--- src/rtl/bpsk_carrier_dac_fmt.sv ---
// BPSK carrier generator + DAC formatter: LUT addr -> dac_data in 1 cycle, holds output while dac_ready low.
// Define OFFSET_BINARY_EN for offset-binary DAC codes (MSB inverted, midscale reset value).
module bpsk_carrier_dac_fmt #(
  parameter int SAMPLES_PER_PERIOD = 16,
  parameter int PERIODS_PER_SYMBOL = 4,
  parameter int IN_WIDTH           = 16,
  parameter int OUT_WIDTH          = 12
) (
  input  logic                                  clk,
  input  logic                                  rst,
  input  logic                                  sym_valid,
  output logic                                  sym_ready,
  input  logic                                  sym_bit,
  output logic [$clog2(SAMPLES_PER_PERIOD)-1:0] lut_addr,
  input  logic signed [IN_WIDTH-1:0]            lut_data,
  output logic                                  dac_valid,
  input  logic                                  dac_ready,
  output logic [OUT_WIDTH-1:0]                  dac_data,
  output logic                                  sym_done
);

  localparam int AW = $clog2(SAMPLES_PER_PERIOD);
  localparam int N  = SAMPLES_PER_PERIOD * PERIODS_PER_SYMBOL;
  localparam int CW = $clog2(N);
  localparam int S  = IN_WIDTH - OUT_WIDTH;
  localparam logic [CW-1:0] LAST = CW'(N - 1);
  localparam logic signed [IN_WIDTH:0]  RND     = (IN_WIDTH+1)'(1) << (S - 1);
  localparam logic signed [OUT_WIDTH:0] SAT_MAX = (OUT_WIDTH+1)'((1 << (OUT_WIDTH - 1)) - 1);
  localparam logic signed [OUT_WIDTH:0] SAT_MIN = (OUT_WIDTH+1)'(-(1 << (OUT_WIDTH - 1)));
`ifdef OFFSET_BINARY_EN
  localparam logic [OUT_WIDTH-1:0] MSB_FLIP = {1'b1, {(OUT_WIDTH-1){1'b0}}};
`else
  localparam logic [OUT_WIDTH-1:0] MSB_FLIP = '0;
`endif

  typedef enum logic {IDLE, RUN} state_t;

  state_t          state, nxt;
  logic [CW-1:0]   cnt;
  logic            flip;
  logic            load, last, accept;

  // One extra bit so negating the most negative input stays exact.
  function automatic logic [OUT_WIDTH-1:0] fmt(input logic signed [IN_WIDTH-1:0] x,
                                               input logic f);
    logic signed [IN_WIDTH:0]  y;
    logic signed [IN_WIDTH:0]  sum;
    logic signed [OUT_WIDTH:0] r;
    y   = f ? -((IN_WIDTH+1)'(x)) : (IN_WIDTH+1)'(x);
    sum = y + RND;
    r   = sum[IN_WIDTH:S];
    if (r > SAT_MAX)      r = SAT_MAX;
    else if (r < SAT_MIN) r = SAT_MIN;
    return r[OUT_WIDTH-1:0] ^ MSB_FLIP;
  endfunction

  always_ff @(posedge clk or posedge rst) begin
    if (rst) state <= IDLE;
    else     state <= nxt;
  end

  always_comb begin
    nxt = state;
    case (state)
      IDLE: if (accept) nxt = RUN;
      RUN:  if (load && last && !accept) nxt = IDLE;
      default: nxt = IDLE;
    endcase
  end

  always_comb begin
    last      = (cnt == LAST);
    load      = (state == RUN) && (!dac_valid || dac_ready);
    sym_ready = (state == IDLE) || (load && last);
    accept    = sym_valid && sym_ready;
    lut_addr  = (state == RUN) ? cnt[AW-1:0] : '0;
  end

  always_ff @(posedge clk or posedge rst) begin
    if (rst) begin
      cnt       <= '0;
      flip      <= 1'b0;
      dac_valid <= 1'b0;
      dac_data  <= MSB_FLIP;
      sym_done  <= 1'b0;
    end else begin
      sym_done <= load && last;
      if (load) begin
        dac_data  <= fmt(lut_data, flip);
        dac_valid <= 1'b1;
        cnt       <= last ? '0 : cnt + 1'b1;
      end else if (dac_valid && dac_ready) begin
        dac_valid <= 1'b0;
      end
      // New polarity takes effect from the load after the accept.
      if (accept) flip <= sym_bit;
    end
  end

endmodule

--- config.mk ---
export PLATFORM = sky130hd
export DESIGN_NAME = bpsk_carrier_dac_fmt
export DESIGN_NICKNAME = d
export VERILOG_FILES = /design/src/rtl/bpsk_carrier_dac_fmt.sv
export SDC_FILE = /design/constraint.sdc
export NUM_CORES = 1
export LEC_CHECK = 0
export BUFFER_PORTS_ARGS = -buffer_cell sky130_fd_sc_hd__clkbuf_2
export CORE_MARGIN = 2
export CORE_UTILIZATION = 48
export DETAILED_ROUTE_END_ITERATION = 16
export PLACE_DENSITY = 0.83
export SETUP_SLACK_MARGIN = 0.5
export SLEW_MARGIN = 25
export SYNTH_ARGS = -nofsm -noshare
export SYNTH_HDL_FRONTEND = slang
export SYNTH_SLANG_ARGS = --single-unit
--- constraint.sdc ---
create_clock -name clk -period 5 [get_ports clk]
set_input_delay 0.5 -clock clk [delete_from_list [all_inputs] [get_ports clk]]
set_output_delay 0.5 -clock clk [all_outputs]
set_load 0.02 [all_outputs]
==> results.sh, run 1 <==
export IMPL_status="finished, final reports clean"
export IMPL_yosysTopAreaCellShare=0.3077
export IMPL_setup_viol=0
export IMPL_post_place_cells=290
export IMPL_yosysTopAreaCell="dfrtp_1"
export IMPL_core_area_sq_um=3633
export IMPL_synth_area_leaders="dfrtp_1, xnor2_1, nand2_1"
export IMPL_power_density_nw_per_um2=301.0
export IMPL_drtIter0Drc=125
export IMPL_drc=0
export IMPL_ant_nets=0
export IMPL_cp_required_ps=5100
export IMPL_rsz0062_at_grt="false"
export IMPL_drive_gt1_frac=0.2122
export IMPL_period_needed_ps=3238
export IMPL_p_leak_nw=0.8534
export IMPL_grt_first_pass_wirelength_microns=7258
export IMPL_gp_congestion=0.8478
export IMPL_worst_slack_ps=1762
export IMPL_crit_type="input port to register"
export IMPL_max_clock_freq_ghz=0.3088
export IMPL_final_max_slew_viol_count=0
export IMPL_start_kind="input port"
export IMPL_post_cts_setup_buffers=0
export IMPL_n_antenna_cell=0
export IMPL_layout_nets=270
export IMPL_maxSlewHeadroom=0.4656
export IMPL_grt_ovfl_total=0
export IMPL_cts_buffers=3
export IMPL_cts_buffer_depth=2
export IMPL_grt_pass1_vias=1599
export IMPL_ys_ff_latch=22
export IMPL_synth_edff_count=0
export IMPL_critPathMaxFanout=12
export IMPL_area_growth_pct=12.59
export IMPL_cts_num_sinks=22
export IMPL_mostFrequentLayoutCells="clkbuf_2, nand2_1, dfrtp_1"
export IMPL_cts_hold_buf=0
export IMPL_vias_per_cell=5.993
export IMPL_ys_types=55
export IMPL_synth_net_count=241
export IMPL_cts_root_buf="clkbuf_8"
export IMPL_ioPinCount=40
export IMPL_clk_latency_ps=250
export IMPL_wl_per_cell_microns=14.58
export IMPL_seq_area_frac_synth=0.3077
export IMPL_hold_ws_ps=372.3
export IMPL_tns_ps=0
export IMPL_synth_area_per_cell_sq_um=8.207
export IMPL_hold_class="input port to async pin"
export IMPL_irDropWorstVdd_uv=140.0
export IMPL_synth_flop_cell="dfrtp_1"
export IMPL_endpoint_kind="register"
export IMPL_vias=1756
export IMPL_cts_tree="done"
export IMPL_synth_warnings=0
export IMPL_num_rows=22
export IMPL_tightest_slew_ps=800.7
export IMPL_fin_worst_skew_ps=2.280
export IMPL_routed_wl_microns=4271
export IMPL_finalInstanceArea_sq_um=2014
export IMPL_antenna_found_initial=0
export IMPL_die_x_microns=65.06
export IMPL_critPathArrivalTime_ps=3330
export IMPL_htreeDepth=1
export IMPL_async_reset_ff_frac=1.000
export IMPL_fin_util=0.5544
export IMPL_cts_resized=0
export IMPL_synthCells=218
export IMPL_grt_usage=0.2122
export IMPL_finalNonFillerCells=293
export IMPL_finalHoldViolCount=0
export IMPL_finalCritPeriodShare=0.6477
export IMPL_place_ws_ps=1520
export IMPL_clk_pin_slew_worst_paths_ps=70
export IMPL_place_area_sq_um=1973
export IMPL_mostFrequentLayoutCell="clkbuf_2"
export IMPL_grt_max_degree=24
export IMPL_max_cap_violations=0
export IMPL_die_area_sq_um=4232
export IMPL_netlist_area_sq_um=1789
export IMPL_portBuffers=39
export IMPL_firstDrtPassIters=4
export IMPL_dp_hpwl_microns=3278
export IMPL_die_h_microns=65.06
export IMPL_initial_core_util=0.4924
export IMPL_power_mw=0.6062
[critical path: stages]
cell and delay, ps:
clkbuf_2 130, or4_1 710, nand2_1 150, xnor2_1 130, ha_1 220, nor3b_1 300
a31o_2 280, nand3_1 160, or3b_1 520, mux2i_1 170, a31oi_1 60
[cell families (layout without fill, tap and decap cells)]
| kind of cell | after synthesis | in the layout | synth area share |
|---|---|---|---|
| DFF | 22 | 22 | 0.3077 |
| muxes | 3 | 3 | 0.01748 |
| and+or+nand+nor | 92 | 92 | 0.2762 |
| xor gates and xnor gates | 21 | 21 | 0.1028 |
| AOI/OAI and AO/OA | 59 | 59 | 0.2336 |
| buffers and inverters | 19 | 46 | 0.04825 |
| adders and majority gates | 2 | 2 | 0.01398 |
[cells in the mapped netlist, drive strengths merged, types with 2 or more instances]
cell / n
nand2: 28
dfrtp: 22
a21oi: 15
nor2: 15
xnor2: 15
o21ai: 11
clkbuf: 10
a31oi: 9
nand3: 7
and2: 6
nor3: 6
xor2: 6
buf: 5
inv: 4
nor4: 4
or3: 4
or4: 4
a211oi: 3
nand2b: 3
nand4: 3
o31ai: 3
a2111oi: 2
a31o: 2
and4: 2
ha: 2
mux2i: 2
nor3b: 2
o22ai: 2
or3b: 2
[layer usage]
| metal | routed length (microns) | global-route usage | vias up |
|---|---|---|---|
| li1 | - | - | 862 |
| met1 | 1945 | 0.2986 | 817 |
| met2 | 2017 | 0.3570 | 71 |
| met3 | 258 | 0.02083 | 6 |
| met4 | 49 | 0.03906 | 0 |
| met5 | 0 | 0 | - |
[final cells by class]
cell class,count,area [sq um]
fillers,368,1619
multi-input cells,177,1152
flip-flops and latches,22,550.5
repair buffers,39,195.2
well taps,48,60.06
clock buffers,3,41.29
inverters,4,15.01
[registers in the layout (all words and copies together) (netlist names)]
register,cells
cnt,6
flip,1
dac_data,12
dac_valid,1
state,1
sym_done,1
[power by group]
group	internal, mW	leakage, nW	switching [mW]
Clock	0.0534	0.0216	0.0487
Sequential	0.217	0.251	0.0384
Combinational	0.101	0.581	0.147
Total	0.372	0.853	0.234
[worst paths after layout]
check,startpoint,endpoint,slack (ps),cells after the start
worst max-delay path,lut_data[3],dac_data[9],1760,11
worst min-delay path,rst,flip,370,2
worst max register to register,flip,dac_data[9],1910,9
worst min register to register,dac_data[11],dac_data[11],490,1
max in group asynchronous,rst,dac_data[0],4130,2
min in group clk,sym_valid,state,480,2
(Power assumes the default switching activity.)
==> run 2, diff against run 1 <==
PLACE_DENSITY = 0.86   (was 0.83)
clock period = 2.9 ns   (was 5 ns; I/O delays follow)
==> run 2 against run 1 <==
Net effect: hold slack got worse by 210 ps; critical path depth did not move; cell count rose by 8.5%; clock-buffer cell count did not move; largest cell class unchanged; largest power group is now combinational logic.
==> results.sh, run 2 (same netlist as run 1, synthesis figures left out) <==
export IMPL_hold_class="input port to async pin"
export IMPL_p_leak_nw=1.015
export IMPL_mostFrequentLayoutCells="clkbuf_2, nand2_1, buf_4"
export IMPL_reg2reg_setup_slack_ps=460
export IMPL_cts_buffers=3
export IMPL_met3WireLength_microns=238
export IMPL_antenna_found_initial=0
export IMPL_maxSlewHeadroom=0.4634
export IMPL_highest_layer="met4"
export IMPL_grt_ovfl_total=0
export IMPL_finalCritPeriodShare=0.8563
export IMPL_max_cap_violations=0
export IMPL_portBuffers=39
export IMPL_rsz0062_at_grt="true"
export IMPL_endpoint="dac_data[9]"
export IMPL_critPathMaxFanout=8
export IMPL_gp_congestion=0.9197
export IMPL_crit_slowest_cell="or4_4"
export IMPL_grt_max_degree=23
export IMPL_n_antenna_cell=0
export IMPL_critPathArrivalTime_ps=2590
export IMPL_status="finished, final reports clean"
export IMPL_final_max_slew_viol_count=0
export IMPL_area_growth_pct=33.43
export IMPL_power_density_nw_per_um2=475.4
export IMPL_mostFrequentLayoutCell="clkbuf_2"
export IMPL_r2r_end="dac_data[10]"
export IMPL_dp_hpwl_microns=3413
export IMPL_cts_buffer_depth=2
export IMPL_die_h_microns=65.06
export IMPL_place_ws_ps=18.28
export IMPL_cts_tree="done"
export IMPL_tns_ps=0
export IMPL_worst_slack_ps=416.7
export IMPL_layout_nets=295
export IMPL_vias=1876
export IMPL_largest_registers="dac_data (12), cnt (6)"
export IMPL_finalHoldViolCount=0
export IMPL_fin_worst_skew_ps=1.844
export IMPL_wl_per_cell_microns=15.30
export IMPL_grt_usage=0.2278
export IMPL_ioPinCount=40
export IMPL_ant_nets=0
export IMPL_irDropWorstVdd_uv=179.5
export IMPL_grt_first_pass_wirelength_microns=7679
export IMPL_max_clock_freq_ghz=0.4027
export IMPL_drtIter0Drc=139
export IMPL_htreeDepth=1
export IMPL_grt_pass1_vias=1717
export IMPL_crit_type="input port to register"
export IMPL_firstDrtPassIters=4
export IMPL_num_rows=22
export IMPL_period_needed_ps=2483
export IMPL_drive_gt1_frac=0.3630
export IMPL_clk_latency_ps=260
export IMPL_cp_required_ps=3000
export IMPL_endpoint_kind="register"
export IMPL_critPathLaunch="lut_data[2]"
export IMPL_core_area_sq_um=3633
export IMPL_setup_viol=0
export IMPL_cp_cell_sequence="buf_8 -> or4_4 -> nand2_4 -> xnor2_2 -> ha_2 -> nor3b_4 -> a31o_4 -> nand3_4 -> or3b_4 -> mux2i_1 -> a31oi_1"
export IMPL_power_mw=1.135
export IMPL_drc=0
export IMPL_cts_root_buf="clkbuf_8"
export IMPL_die_area_sq_um=4232
export IMPL_tightest_slew_ps=804.0
export IMPL_clk_pin_slew_worst_paths_ps=70
export IMPL_top_register="dac_data"
export IMPL_start_kind="input port"
export IMPL_cp_depth=11
export IMPL_initial_core_util=0.4924
export IMPL_critical_path_top_delay_family="simple AND/OR/NAND/NOR gates"
export IMPL_critPathMaxStageDelay_ps=600
export IMPL_ff2ff_path_depth=8
export IMPL_die_x_microns=65.06
export IMPL_route_met2_wl_microns=2482
export IMPL_largest_reg_flops=12
export IMPL_r2r_start="flip"
export IMPL_cts_num_sinks=22
export IMPL_routed_wl_microns=4864
export IMPL_crit_buf_inv=1
export IMPL_m1WireLength_microns=2091
export IMPL_vias_per_cell=5.899
==> run 2: how the worst min path moves through the flow <==
stage | slack, ps | cells after the start | startpoint | to
after detailed placement | 470 | 2 | rst | dac_data[6]
after floorplan | 280 | 1 | rst | cnt[0]
after CTS | 190 | 2 | rst | dac_data[6]
after global routing | 250 | 2 | rst | dac_data[6]
after global placement | 450 | 2 | rst | dac_data[2]
final | 160 | 2 | rst | dac_data[6]
==> run 2: report_power, final <==
| group | total [mW] | switching, mW | internal, mW |
|---|---|---|---|
| logic | 0.520 | 0.296 | 0.225 |
| registers | 0.431 | 0.0556 | 0.375 |
| clock network | 0.184 | 0.0910 | 0.0926 |
==> run 2: what timing repair did <==
action / CTS / global route
cloned: 0 / 0
buffers inserted: 9 / 2
hold buffers: 0 / 0
pin swaps: 16 / 10
setup endpoints to repair: 11 / 12
gates resized for setup: 18 / 13
==> run 2: metal layers <==
layer  GRT usage  up-vias
met2      0.4021       68
li1            -      911
met3     0.01736        9
met4     0.06771        0
met1      0.2974      888
met5           0        -
==> run 2: final cells by class <==
cell class | instances | area (sq um)
Multi-Input combinational cell | 177 | 1301
Fill cell | 289 | 1246
Sequential cell | 22 | 551.8
Timing Repair Buffer | 64 | 417.9
Tap cell | 48 | 60.06
Clock buffer | 3 | 41.29
Inverter | 4 | 15.01
==> run 2: through the flow <==
stage,cells,hold WS (ps),instance area (sq um),utilization
final,318,160.2,2387,0.6570
after global routing,318,248.4,2387,0.6570
after CTS,316,193.4,2303,0.6340
after detailed placement,304,468.0,2102,0.5785
after global placement,304,452.3,2102,0.5785
after floorplan,218,279.2,1826,-
